`config.mk`:
```
export PLATFORM = sky130hd
export DESIGN_NAME = input_conditioner_flat
export DESIGN_NICKNAME = d
export VERILOG_FILES = /design/src/rtl/input_conditioner_pkg.sv /design/src/rtl/input_conditioner_if.sv /design/src/rtl/input_conditioner_debounce_bit.sv /design/src/rtl/input_conditioner.sv /design/src/flat_wrapper.sv
export SDC_FILE = /design/constraint.sdc
export NUM_CORES = 1
export LEC_CHECK = 0
export BUFFER_PORTS_ARGS = -buffer_cell sky130_fd_sc_hd__buf_2
export CORE_ASPECT_RATIO = 1.25
export CORE_MARGIN = 1
export CORE_UTILIZATION = 55
export CTS_CLUSTER_DIAMETER = 40
export DETAILED_ROUTE_END_ITERATION = 7
export PLACE_DENSITY = 0.8
export SLEW_MARGIN = 20
export SYNTH_ARGS = -nofsm -noshare
export SYNTH_HDL_FRONTEND = slang
export SYNTH_SLANG_ARGS = --single-unit
```
`constraint.sdc`:
```
create_clock -name clock -period 4.4 [get_ports clock]
set_input_delay 0.22 -clock clock [delete_from_list [all_inputs] [get_ports clock]]
set_output_delay 0.22 -clock clock [all_outputs]
set_load 0.005 [all_outputs]
```
`src/rtl/input_conditioner_pkg.sv`:
```
// Shared button definitions for the player controls; also used by the game-state logic.
// Bit order on every button bus: {left,right,up,down,chop,carry}.
package input_conditioner_pkg;

   localparam int NUM_BTN   = 6;
   localparam int BTN_LEFT  = 5;
   localparam int BTN_RIGHT = 4;
   localparam int BTN_UP    = 3;
   localparam int BTN_DOWN  = 2;
   localparam int BTN_CHOP  = 1;
   localparam int BTN_CARRY = 0;

   typedef logic [NUM_BTN-1:0] btn_vec_t;

   localparam int                HOLD_W   = 8;
   localparam logic [HOLD_W-1:0] HOLD_MAX = 8'hFF;

endpackage

```
`src/rtl/input_conditioner_if.sv`:
```
// Button/vsync inputs and conditioned per-clock and per-frame outputs of the input conditioner.
// master = producer of raw inputs / consumer of outputs, slave = the conditioner itself.
interface input_conditioner_if;
   import input_conditioner_pkg::*;

   btn_vec_t btn_in;
   logic     vsync_in;
   btn_vec_t level_out;
   btn_vec_t press_out;
   btn_vec_t frame_level;
   btn_vec_t frame_press;
   logic     frame_tick;

   modport master (
      output btn_in,
      output vsync_in,
      input  level_out,
      input  press_out,
      input  frame_level,
      input  frame_press,
      input  frame_tick
   );

   modport slave (
      input  btn_in,
      input  vsync_in,
      output level_out,
      output press_out,
      output frame_level,
      output frame_press,
      output frame_tick
   );

endinterface

```
`src/rtl/input_conditioner_debounce_bit.sv`:
```
// One button: 2-flop synchronizer plus hold-time debounce and rising-edge press pulse.
// A clean edge reaches o_level/o_press 2 + DEBOUNCE_CYCLES clocks after it arrives.
module input_conditioner_debounce_bit #(
   parameter int DEBOUNCE_CYCLES = 650000
) (
   input  logic clock,
   input  logic reset,
   input  logic i_raw,
   output logic o_level,
   output logic o_press,
   output logic o_level_nxt,
   output logic o_press_nxt
);

   localparam int             CW   = $clog2(DEBOUNCE_CYCLES + 1);
   localparam logic [CW-1:0]  LAST = CW'(DEBOUNCE_CYCLES - 1);

   logic          r_sync1;
   logic          r_sync2;
   logic          r_stable;
   logic          r_press;
   logic [CW-1:0] r_cnt;
   logic          w_differ;
   logic          w_flip;
   logic          w_level_nxt;
   logic          w_press_nxt;

   assign w_differ    = r_sync2 ^ r_stable;
   assign w_flip      = w_differ && (r_cnt == LAST);
   assign w_level_nxt = r_stable ^ w_flip;
   assign w_press_nxt = w_flip & ~r_stable;

   always_ff @(posedge clock) begin
      if (reset) begin
         r_sync1  <= 1'b0;
         r_sync2  <= 1'b0;
         r_stable <= 1'b0;
         r_press  <= 1'b0;
         r_cnt    <= '0;
      end else begin
         r_sync1  <= i_raw;
         r_sync2  <= r_sync1;
         r_stable <= w_level_nxt;
         r_press  <= w_press_nxt;
         // any sample agreeing with the accepted level restarts the hold window
         if (!w_differ || w_flip)
            r_cnt <= '0;
         else
            r_cnt <= r_cnt + 1'b1;
      end
   end

   assign o_level     = r_stable;
   assign o_press     = r_press;
   assign o_level_nxt = w_level_nxt;
   assign o_press_nxt = w_press_nxt;

endmodule

```
`src/rtl/input_conditioner.sv`:
```
// Debounced button levels/presses per clock, plus per-frame snapshots with sticky presses and auto-repeat.
// Frame outputs refresh 3 clocks after the raw vsync rising edge; frame_tick marks the refresh cycle.
module input_conditioner
   import input_conditioner_pkg::*;
#(
   parameter int       DEBOUNCE_CYCLES     = 650000,
   parameter int       REPEAT_DELAY_FRAMES = 30,
   parameter int       REPEAT_RATE_FRAMES  = 6,
   parameter btn_vec_t REPEAT_MASK         = 6'b001100
) (
   input  logic          clock,
   input  logic          reset,
   input_conditioner_if.slave bus
);

   localparam logic [HOLD_W-1:0] HOLD_DELAY = HOLD_W'(REPEAT_DELAY_FRAMES);
   localparam logic [HOLD_W-1:0] HOLD_RATE  = HOLD_W'(REPEAT_RATE_FRAMES);

   btn_vec_t          w_level;
   btn_vec_t          w_press;
   btn_vec_t          w_level_nxt;
   btn_vec_t          w_press_nxt;
   btn_vec_t          w_repeat;
   logic              w_update;
   logic [HOLD_W-1:0] w_hold_inc [NUM_BTN];
   logic [HOLD_W-1:0] w_rate_inc [NUM_BTN];

   logic              r_vs1;
   logic              r_vs2;
   logic              r_vs3;
   logic              r_frame_tick;
   btn_vec_t          r_frame_level;
   btn_vec_t          r_frame_press;
   btn_vec_t          r_pend;
   logic [HOLD_W-1:0] r_hold [NUM_BTN];
   logic [HOLD_W-1:0] r_rate [NUM_BTN];

   for (genvar gi = 0; gi < NUM_BTN; gi++) begin : g_btn
      input_conditioner_debounce_bit #(
         .DEBOUNCE_CYCLES (DEBOUNCE_CYCLES)
      ) u_debounce (
         .clock       (clock),
         .reset       (reset),
         .i_raw       (bus.btn_in[gi]),
         .o_level     (w_level[gi]),
         .o_press     (w_press[gi]),
         .o_level_nxt (w_level_nxt[gi]),
         .o_press_nxt (w_press_nxt[gi])
      );
   end

   // end of the active-low sync pulse
   assign w_update = r_vs2 & ~r_vs3;

   // Snapshot describes the tick cycle itself, so it is built from the values
   // level_out/press_out will carry in that cycle.
   always_comb begin
      for (int i = 0; i < NUM_BTN; i++) begin
         w_hold_inc[i] = (r_hold[i] == HOLD_MAX) ? HOLD_MAX : r_hold[i] + 1'b1;
         w_rate_inc[i] = r_rate[i] + 1'b1;
         w_repeat[i]   = 1'b0;
         if (REPEAT_MASK[i] && w_level_nxt[i] && w_update)
            w_repeat[i] = (w_hold_inc[i] == HOLD_DELAY) ||
                          ((w_hold_inc[i] > HOLD_DELAY) && (w_rate_inc[i] == HOLD_RATE));
      end
   end

   always_ff @(posedge clock) begin
      if (reset) begin
         r_vs1         <= 1'b0;
         r_vs2         <= 1'b0;
         r_vs3         <= 1'b0;
         r_frame_tick  <= 1'b0;
         r_frame_level <= '0;
         r_frame_press <= '0;
         r_pend        <= '0;
         for (int i = 0; i < NUM_BTN; i++) begin
            r_hold[i] <= '0;
            r_rate[i] <= '0;
         end
      end else begin
         r_vs1        <= bus.vsync_in;
         r_vs2        <= r_vs1;
         r_vs3        <= r_vs2;
         r_frame_tick <= w_update;
         if (w_update) begin
            r_frame_level <= w_level_nxt;
            r_frame_press <= r_pend | w_press_nxt | w_repeat;
            r_pend        <= '0;
         end else begin
            r_pend        <= r_pend | w_press_nxt;
         end
         // rate counter restarts at the first repeat and after each later one
         for (int i = 0; i < NUM_BTN; i++) begin
            if (!w_level_nxt[i]) begin
               r_hold[i] <= '0;
               r_rate[i] <= '0;
            end else if (w_update) begin
               r_hold[i] <= w_hold_inc[i];
               if ((w_hold_inc[i] <= HOLD_DELAY) || (w_rate_inc[i] == HOLD_RATE))
                  r_rate[i] <= '0;
               else
                  r_rate[i] <= w_rate_inc[i];
            end
         end
      end
   end

   assign bus.level_out   = w_level;
   assign bus.press_out   = w_press;
   assign bus.frame_level = r_frame_level;
   assign bus.frame_press = r_frame_press;
   assign bus.frame_tick  = r_frame_tick;

endmodule

```
`src/flat_wrapper.sv`:
```
// flat-port wrapper written by rule: the top's interface ports become plain ports
module input_conditioner_flat import input_conditioner_pkg::*;
#(
   parameter int       DEBOUNCE_CYCLES     = 650000,
   parameter int       REPEAT_DELAY_FRAMES = 30,
   parameter int       REPEAT_RATE_FRAMES  = 6,
   parameter btn_vec_t REPEAT_MASK         = 6'b001100
)
  (clock, reset, bus_btn_in, bus_vsync_in, bus_level_out, bus_press_out, bus_frame_level, bus_frame_press, bus_frame_tick);
  input_conditioner_if bus_i ();
  input  logic clock;
  input  logic reset;
  input wire logic [$bits(bus_i.btn_in)-1:0] bus_btn_in;
  input wire logic [$bits(bus_i.vsync_in)-1:0] bus_vsync_in;
  output wire logic [$bits(bus_i.level_out)-1:0] bus_level_out;
  output wire logic [$bits(bus_i.press_out)-1:0] bus_press_out;
  output wire logic [$bits(bus_i.frame_level)-1:0] bus_frame_level;
  output wire logic [$bits(bus_i.frame_press)-1:0] bus_frame_press;
  output wire logic [$bits(bus_i.frame_tick)-1:0] bus_frame_tick;
  assign bus_i.btn_in = bus_btn_in;
  assign bus_i.vsync_in = bus_vsync_in;
  assign bus_level_out = bus_i.level_out;
  assign bus_press_out = bus_i.press_out;
  assign bus_frame_level = bus_i.frame_level;
  assign bus_frame_press = bus_i.frame_press;
  assign bus_frame_tick = bus_i.frame_tick;
  input_conditioner #(.DEBOUNCE_CYCLES(DEBOUNCE_CYCLES), .REPEAT_DELAY_FRAMES(REPEAT_DELAY_FRAMES), .REPEAT_RATE_FRAMES(REPEAT_RATE_FRAMES), .REPEAT_MASK(REPEAT_MASK)) u_core (.clock(clock), .reset(reset), .bus(bus_i));
endmodule
```
* Yosys cells after proc, flatten, opt, wreduce, memory -nomap -nowiden
Memory sizes are Yosys's and may differ from the RTL's.
Cells that the tools add are included.
** Storage, ports and cells
- Memories :: 2
- Bits in writable memories :: 96
- Output and inout port bits :: 25
- Word-level logic and storage cells :: 317
- Register bits :: 166
- Bits of input ports :: 9
** Operators by class
- Equal/unequal tests :: 20
- Mux-type cells :: 137
- Bitwise logic cells :: 58
- Reductions and logical operators :: 37
- Add/sub/neg operators :: 18
- Order comparisons :: 8
** Memory list
- u_core.r_hold :: depth 6, width 8, rd ports 6, clocked after memory_dff 0, wr ports 6, line input_conditioner.sv:35 : logic [HOLD_W-1:0] r_hold [NUM_BTN];
- u_core.r_rate :: depth 6, width 8, rd ports 6, clocked after memory_dff 0, wr ports 6, line input_conditioner.sv:36 : logic [HOLD_W-1:0] r_rate [NUM_BTN];
** Operators by type and width (count)
- $mux 8 :: 36
- $add 20x1->20 const B :: 6
- $eq 20x20->1 const B :: 6
- $mux 1 :: 101
- $add 8x1->8 const B :: 12
- $eq 8x3->1 const B :: 6
- $eq 8x8->1 const B :: 6
- $le 8x5->1 const B :: 6
- $or 1x1->1 :: 30
- $eq 8x5->1 const B :: 2
- $gt 8x5->1 const B :: 2
- $logic_or 1x1->1 :: 14
- $reduce_or 2->1 :: 7
- $xor 1x1->1 :: 12
- $logic_and 1x1->1 :: 10
- $and 1x1->1 :: 7
- $not 1->1 :: 7
- $logic_not 1->1 :: 6
- $or 6x4->6 :: 1
- $or 6x6->6 :: 1

* Logic depth before layout (Yosys ltp)
An unclocked memory read counts as a cell.
- Depth in word-level cells :: 12
- Depth in mapped cells :: 7
- Depth with buffers taken out :: 6

* Hierarchy
From an unflattened synthesis, not the netlist that was laid out.
** Unflattened totals
- Cells, all modules :: 989
- Area, all modules :: 9344.0 um^2
** Modules (own cells, without submodules)
- input_conditioner_debounce_bit at u_core.g_btn[0].u_debounce ... :: seq. area each 480.5 um^2, times used 5, cells an instance 121, area an instance 1093.5 um^2
- input_conditioner :: seq. area each 1401.3 um^2, times used 1, cells an instance 265, area an instance 2807.7 um^2
- input_conditioner_debounce_bit at u_core.g_btn[5].u_debounce :: seq. area each 480.5 um^2, times used 1, cells an instance 119, area an instance 1068.5 um^2

* Worst setup path before layout
OpenSTA, ideal clock, no wires.
- Kind :: register to register
- Start point :: reg u_core.g_btn[2].u_debounce.r_cnt[0]
- End point :: mem u_core.r_hold[2][0], in the netlist u_core.r_hold[0][16], enable pin
- Required time :: 4.066 ns
- Arrival time :: 1.749 ns
- Slack :: 2.316 ns
- Path buffers :: 0
- Library setup time :: 0.334 ns
- Cell stages (with the launch flop) :: 7
- Period minus slack after synthesis :: 2.084 ns
- Path through :: dfxtp_1 -> ha_1 -> nand3_1 -> nor4_1 -> and4b_1 -> mux2i_1 -> nand2b_1
** RTL lines
- from (decl) :: line input_conditioner_debounce_bit.sv:22 : logic [CW-1:0] r_cnt;
- from (signal assigned) :: line input_conditioner_debounce_bit.sv:49 : r_cnt <= r_cnt + 1'b1;
- to (decl) :: line input_conditioner.sv:35

==> qor.log <==
INFO  outcome        run_status=completed
INFO  setup_path     reg2reg_setup_slack=2.06ns
INFO  route          dr_total_vias=6481
INFO  grt            globalRouteOverflowTotal=0
INFO  hold_path      worstHoldPathType=input pin to flop
INFO  cells_and_area footprint_of_the_flip_flops_and_latches=0.00428mm²
INFO  sta            hold_violations=0
INFO  cells_and_area num-nets-final=998
INFO  setup_path     crit_arrival=2.44ns
INFO  grt            grt_first_pass_wirelength=27.8mm
INFO  setup_path     critPathRequiredTime=4.49ns
INFO  power_and_ir_drop switchingPower=684µW
INFO  grt            number_of_antenna_violations_at_the_first_check_in_global_routing=0
INFO  cells_and_area top_register=u_core.g_btn.u_debounce.r_cnt
INFO  sta            timing.slew.headroom=49.0%
INFO  setup_path     worst_r2r_path_depth=6
INFO  route          route.detailed.drc=0
INFO  power_and_ir_drop power_report.internal_total=2.76mW
INFO  yosys          netlist.area_leader.share=37.8%
INFO  yosys          leading_area_contributor_after_synthesis=sky130_fd_sc_hd__dfxtp_1
INFO  setup_path     r2r_start=u_core.g_btn[2].u_debounce.r_cnt[0]
INFO  setup_path     worstSetupEndpoint=u_core.r_hold[0][19]
INFO  yosys          post_synth_main_area_contributors=sky130_fd_sc_hd__dfxtp_1, sky130_fd_sc_hd__edfxtp_1, sky130_fd_sc_hd__xnor2_1
INFO  cts            tritoncts=done
INFO  floorplanning  die_width=115µm
INFO  grt            grt.total_usage=21.1%
INFO  cells_and_area top_regs=u_core.g_btn.u_debounce.r_cnt (120), u_core.r_hold (16), u_core.r_rate (16)
INFO  power_and_ir_drop vdd_drop_max=0.262mV
INFO  yosys          ys_async_sr_fraction=0%
INFO  sta            grt_setup_unrepaired=false
INFO  setup_path     timing.critical_path.from=u_core.g_btn[2].u_debounce.r_cnt[0]
INFO  job            max_cap_viol_count=0
INFO  route          drt.antenna.violating_nets=0
INFO  sta            post-route-period-util=53.3%
INFO  route          routedWlPerCell=13.3µm
INFO  yosys          yosysWarnings=0
INFO  cells_and_area largest_register_ffs=120
INFO  floorplanning  core_area=0.0156mm²
INFO  sta            whs=0.0278ns
INFO  sta            setup_viol=0
INFO  power_and_ir_drop combinational_share_of_power=1.2%
INFO  setup_path     path_class=flop to flop
INFO  power_and_ir_drop p_seq_share=53.6%
INFO  sta            min_period=2.34ns
INFO  power_and_ir_drop pwr_density_cell=355mW/mm²
INFO  yosys          synth_cell_types=61
INFO  yosys          synth_common_cells=sky130_fd_sc_hd__nor2_1, sky130_fd_sc_hd__dfxtp_1, sky130_fd_sc_hd__xnor2_1
INFO  floorplanning  io_pins=34
INFO  sta            setup_total_negative_slack=0ns
INFO  yosys          synth_top_flop_cell=sky130_fd_sc_hd__dfxtp_1
INFO  sta            timing_max_transition_violations_final=0
INFO  yosys          number_of_enable_flip_flop_cells_after_synthesis=32
INFO  route          initialDrtViolationCount=349
INFO  cts            cts_buffers=17
INFO  sta            max_freq=427MHz
INFO  floorplanning  rows=51
INFO  placement      hpwlAfterDp=11.1mm
INFO  cts            postCtsResizedCells=0
INFO  route          post_drt_via_cell_ratio=5.40
INFO  placement      portBuffers=33
INFO  yosys          synth_seq_cells=198
INFO  cts            cts_clock_pin_slew_for_the_worst_setup_and_hold_paths=0.06ns
INFO  cts            clock_tree.root_cell=sky130_fd_sc_hd__clkbuf_16
INFO  setup_path     worst_setup_end_kind=flop
INFO  yosys          synthesis.area=0.00879mm²
INFO  floorplanning  fp.dieArea=0.0165mm²
INFO  floorplanning  start_util=56.2%
INFO  grt            first_global_vias=6310
INFO  power_and_ir_drop p_leak=3.26nW
INFO  cts            insertion_delay=0.44ns
INFO  cts            clock_path_buffers=2
INFO  setup_path     crit_path_max_fanout=8
INFO  placement      gp_congestion=0.848
INFO  setup_path     reg_to_reg_endpoint=u_core.r_hold[0][19]
INFO  floorplanning  fp.dieH=143µm
INFO  route          route.final.wire_length=15.9mm
INFO  grt            pin_count_of_the_biggest_net_entering_global_routing=37
INFO  cells_and_area area_growth_syn_to_layout=10.2%
INFO  power_and_ir_drop sw_frac_of_total=19.9%
INFO  yosys          seq_area_frac_synth=48.7%
INFO  cells_and_area final.fill_count=1277
INFO  power_and_ir_drop clkPwrFrac=45.2%
INFO  cells_and_area post_route_cells_drive_above_1_share=7.79%
INFO  sta            worst_pin_slew=0.757ns
INFO  cells_and_area antenna-diode-count=0
INFO  yosys          synth_nets=972
INFO  yosys          synth_most_common_cell=sky130_fd_sc_hd__nor2_1
INFO  yosys          mean_cell_area_of_the_mapped_netlist=9.25µm²
INFO  setup_path     setup.worst_path.start_class=flop
INFO  yosys          synthCells=951
INFO  cts            htreeDepth=4
INFO  cts            clock_sink_count=198
INFO  sta            fin_worst_skew=0.00780ns
INFO  power_and_ir_drop total_power=3.44mW
INFO  cells_and_area multi_input_comb_area=0.00421mm²
INFO  route          first_pass_iteration_count_of_the_detailed_router=5
## worst min-delay path by stage
stage / from / end / slack (ns) / cells past startpoint
finish: bus_btn_in[0] / u_core.g_btn[0].u_debounce.r_sync1 / 0.03 / 2
global route: bus_btn_in[0] / u_core.g_btn[0].u_debounce.r_sync1 / 0.02 / 2
floorplan: bus_btn_in[0] / u_core.g_btn[0].u_debounce.r_sync1 / 0.35 / 1
detailed placement: u_core.g_btn[1].u_debounce.r_sync1 / u_core.g_btn[1].u_debounce.r_sync2 / 0.43 / 1
CTS: bus_btn_in[0] / u_core.g_btn[0].u_debounce.r_sync1 / 0.01 / 2
global placement: u_core.r_vs1 / u_core.r_vs2 / 0.42 / 1
## per-stage QoR
| step | setup slack (ns) | utilization, % | area (µm²) | std cells |
|---|---|---|---|---|
| global route | 1.76 | 62.0 | 9690 | 1200 |
| floorplan | 2.32 | - | 8790 | 951 |
| detailed placement | 2.06 | 57.8 | 9040 | 1165 |
| finish | 2.06 | 62.0 | 9690 | 1200 |
| global placement | 2.07 | 57.8 | 9040 | 1165 |
| CTS | 2.02 | 62.0 | 9690 | 1200 |
## power by group through the flow
stage,Sequential (mW),Clock (mW),Combinational (mW)
2_1_floorplan,1.88,0,0.0257
3_3_place_gp,1.89,0,0.0363
3_5_place_dp,1.89,0,0.0366
4_1_cts,1.85,1.59,0.0402
5_1_grt,1.84,1.66,0.0446
6_report,1.85,1.55,0.0396
## layer usage
metal / GRT usage (%) / share of wire [%] / vias to the layer above
met5: 0 / 0 / -
met4: 8.48 / 1.3 / 0
met3: 5.19 / 3.5 / 17
met2: 36.7 / 49 / 79
met1: 24.9 / 46 / 3078
li1: - / - / 3307
## cell usage in the layout, fill, tap and decap left out, types with 4 or more instances in the layout
master,count
sky130_fd_sc_hd__ha_1,12
sky130_fd_sc_hd__nor2b_1,21
sky130_fd_sc_hd__nand2_1,56
sky130_fd_sc_hd__and3_1,29
sky130_fd_sc_hd__dfxtp_1,166
sky130_fd_sc_hd__xor2_1,53
sky130_fd_sc_hd__a31oi_1,5
sky130_fd_sc_hd__nor4b_1,7
sky130_fd_sc_hd__nand4_1,33
sky130_fd_sc_hd__and2_1,6
sky130_fd_sc_hd__nand3b_1,5
sky130_fd_sc_hd__buf_2,33
sky130_fd_sc_hd__mux2i_1,7
sky130_fd_sc_hd__o21ai_0,9
sky130_fd_sc_hd__a21oi_1,15
sky130_fd_sc_hd__inv_1,26
sky130_fd_sc_hd__nor4_1,21
sky130_fd_sc_hd__nand3_1,52
sky130_fd_sc_hd__or3_1,4
sky130_fd_sc_hd__xnor2_1,80
sky130_fd_sc_hd__clkbuf_16,18
sky130_fd_sc_hd__nand2b_1,10
sky130_fd_sc_hd__and4_1,8
sky130_fd_sc_hd__dlygate4sd3_1,5
sky130_fd_sc_hd__nor3_1,37
sky130_fd_sc_hd__edfxtp_1,32
sky130_fd_sc_hd__nor2_1,177
## timing repair
item                                   4_1_cts  5_1_grt
hold buffers                                 5        0
endpoints found under the hold margin        5        0
setup buffers                                0        0
## critical path, stage by stage (launching register included)
cell	delay (ns)
sky130_fd_sc_hd__dfxtp_1	0.37
sky130_fd_sc_hd__ha_1	0.20
sky130_fd_sc_hd__nand3_1	0.23
sky130_fd_sc_hd__nor4_1	0.26
sky130_fd_sc_hd__and4b_1	0.31
sky130_fd_sc_hd__mux2i_1	0.27
sky130_fd_sc_hd__nand2b_1	0.37
## area by class of cell
type / count / area share [%]
multi-input combinational: 694 / 43.5
inverter: 26 / 1.01
clock buffer: 21 / 4.97
tap: 212 / 2.74
clock inverter: 9 / 1.19
sequential: 198 / 44.2
timing repair buffer: 40 / 2.38
## kinds of logic (layout without fill, tap and decap cells)
group | after synthesis | count (layout) | share of synthesized area [%]
flops | 198 | 198 | 48.7
xor+xnor | 133 | 133 | 13.2
simple gates | 485 | 485 | 27.6
fa+ha+maj | 12 | 12 | 1.71
mux | 9 | 9 | 1.10
buf+inv | 59 | 96 | 3.37
compound gates | 55 | 55 | 4.25
Power figures use the tool's default switching activity.
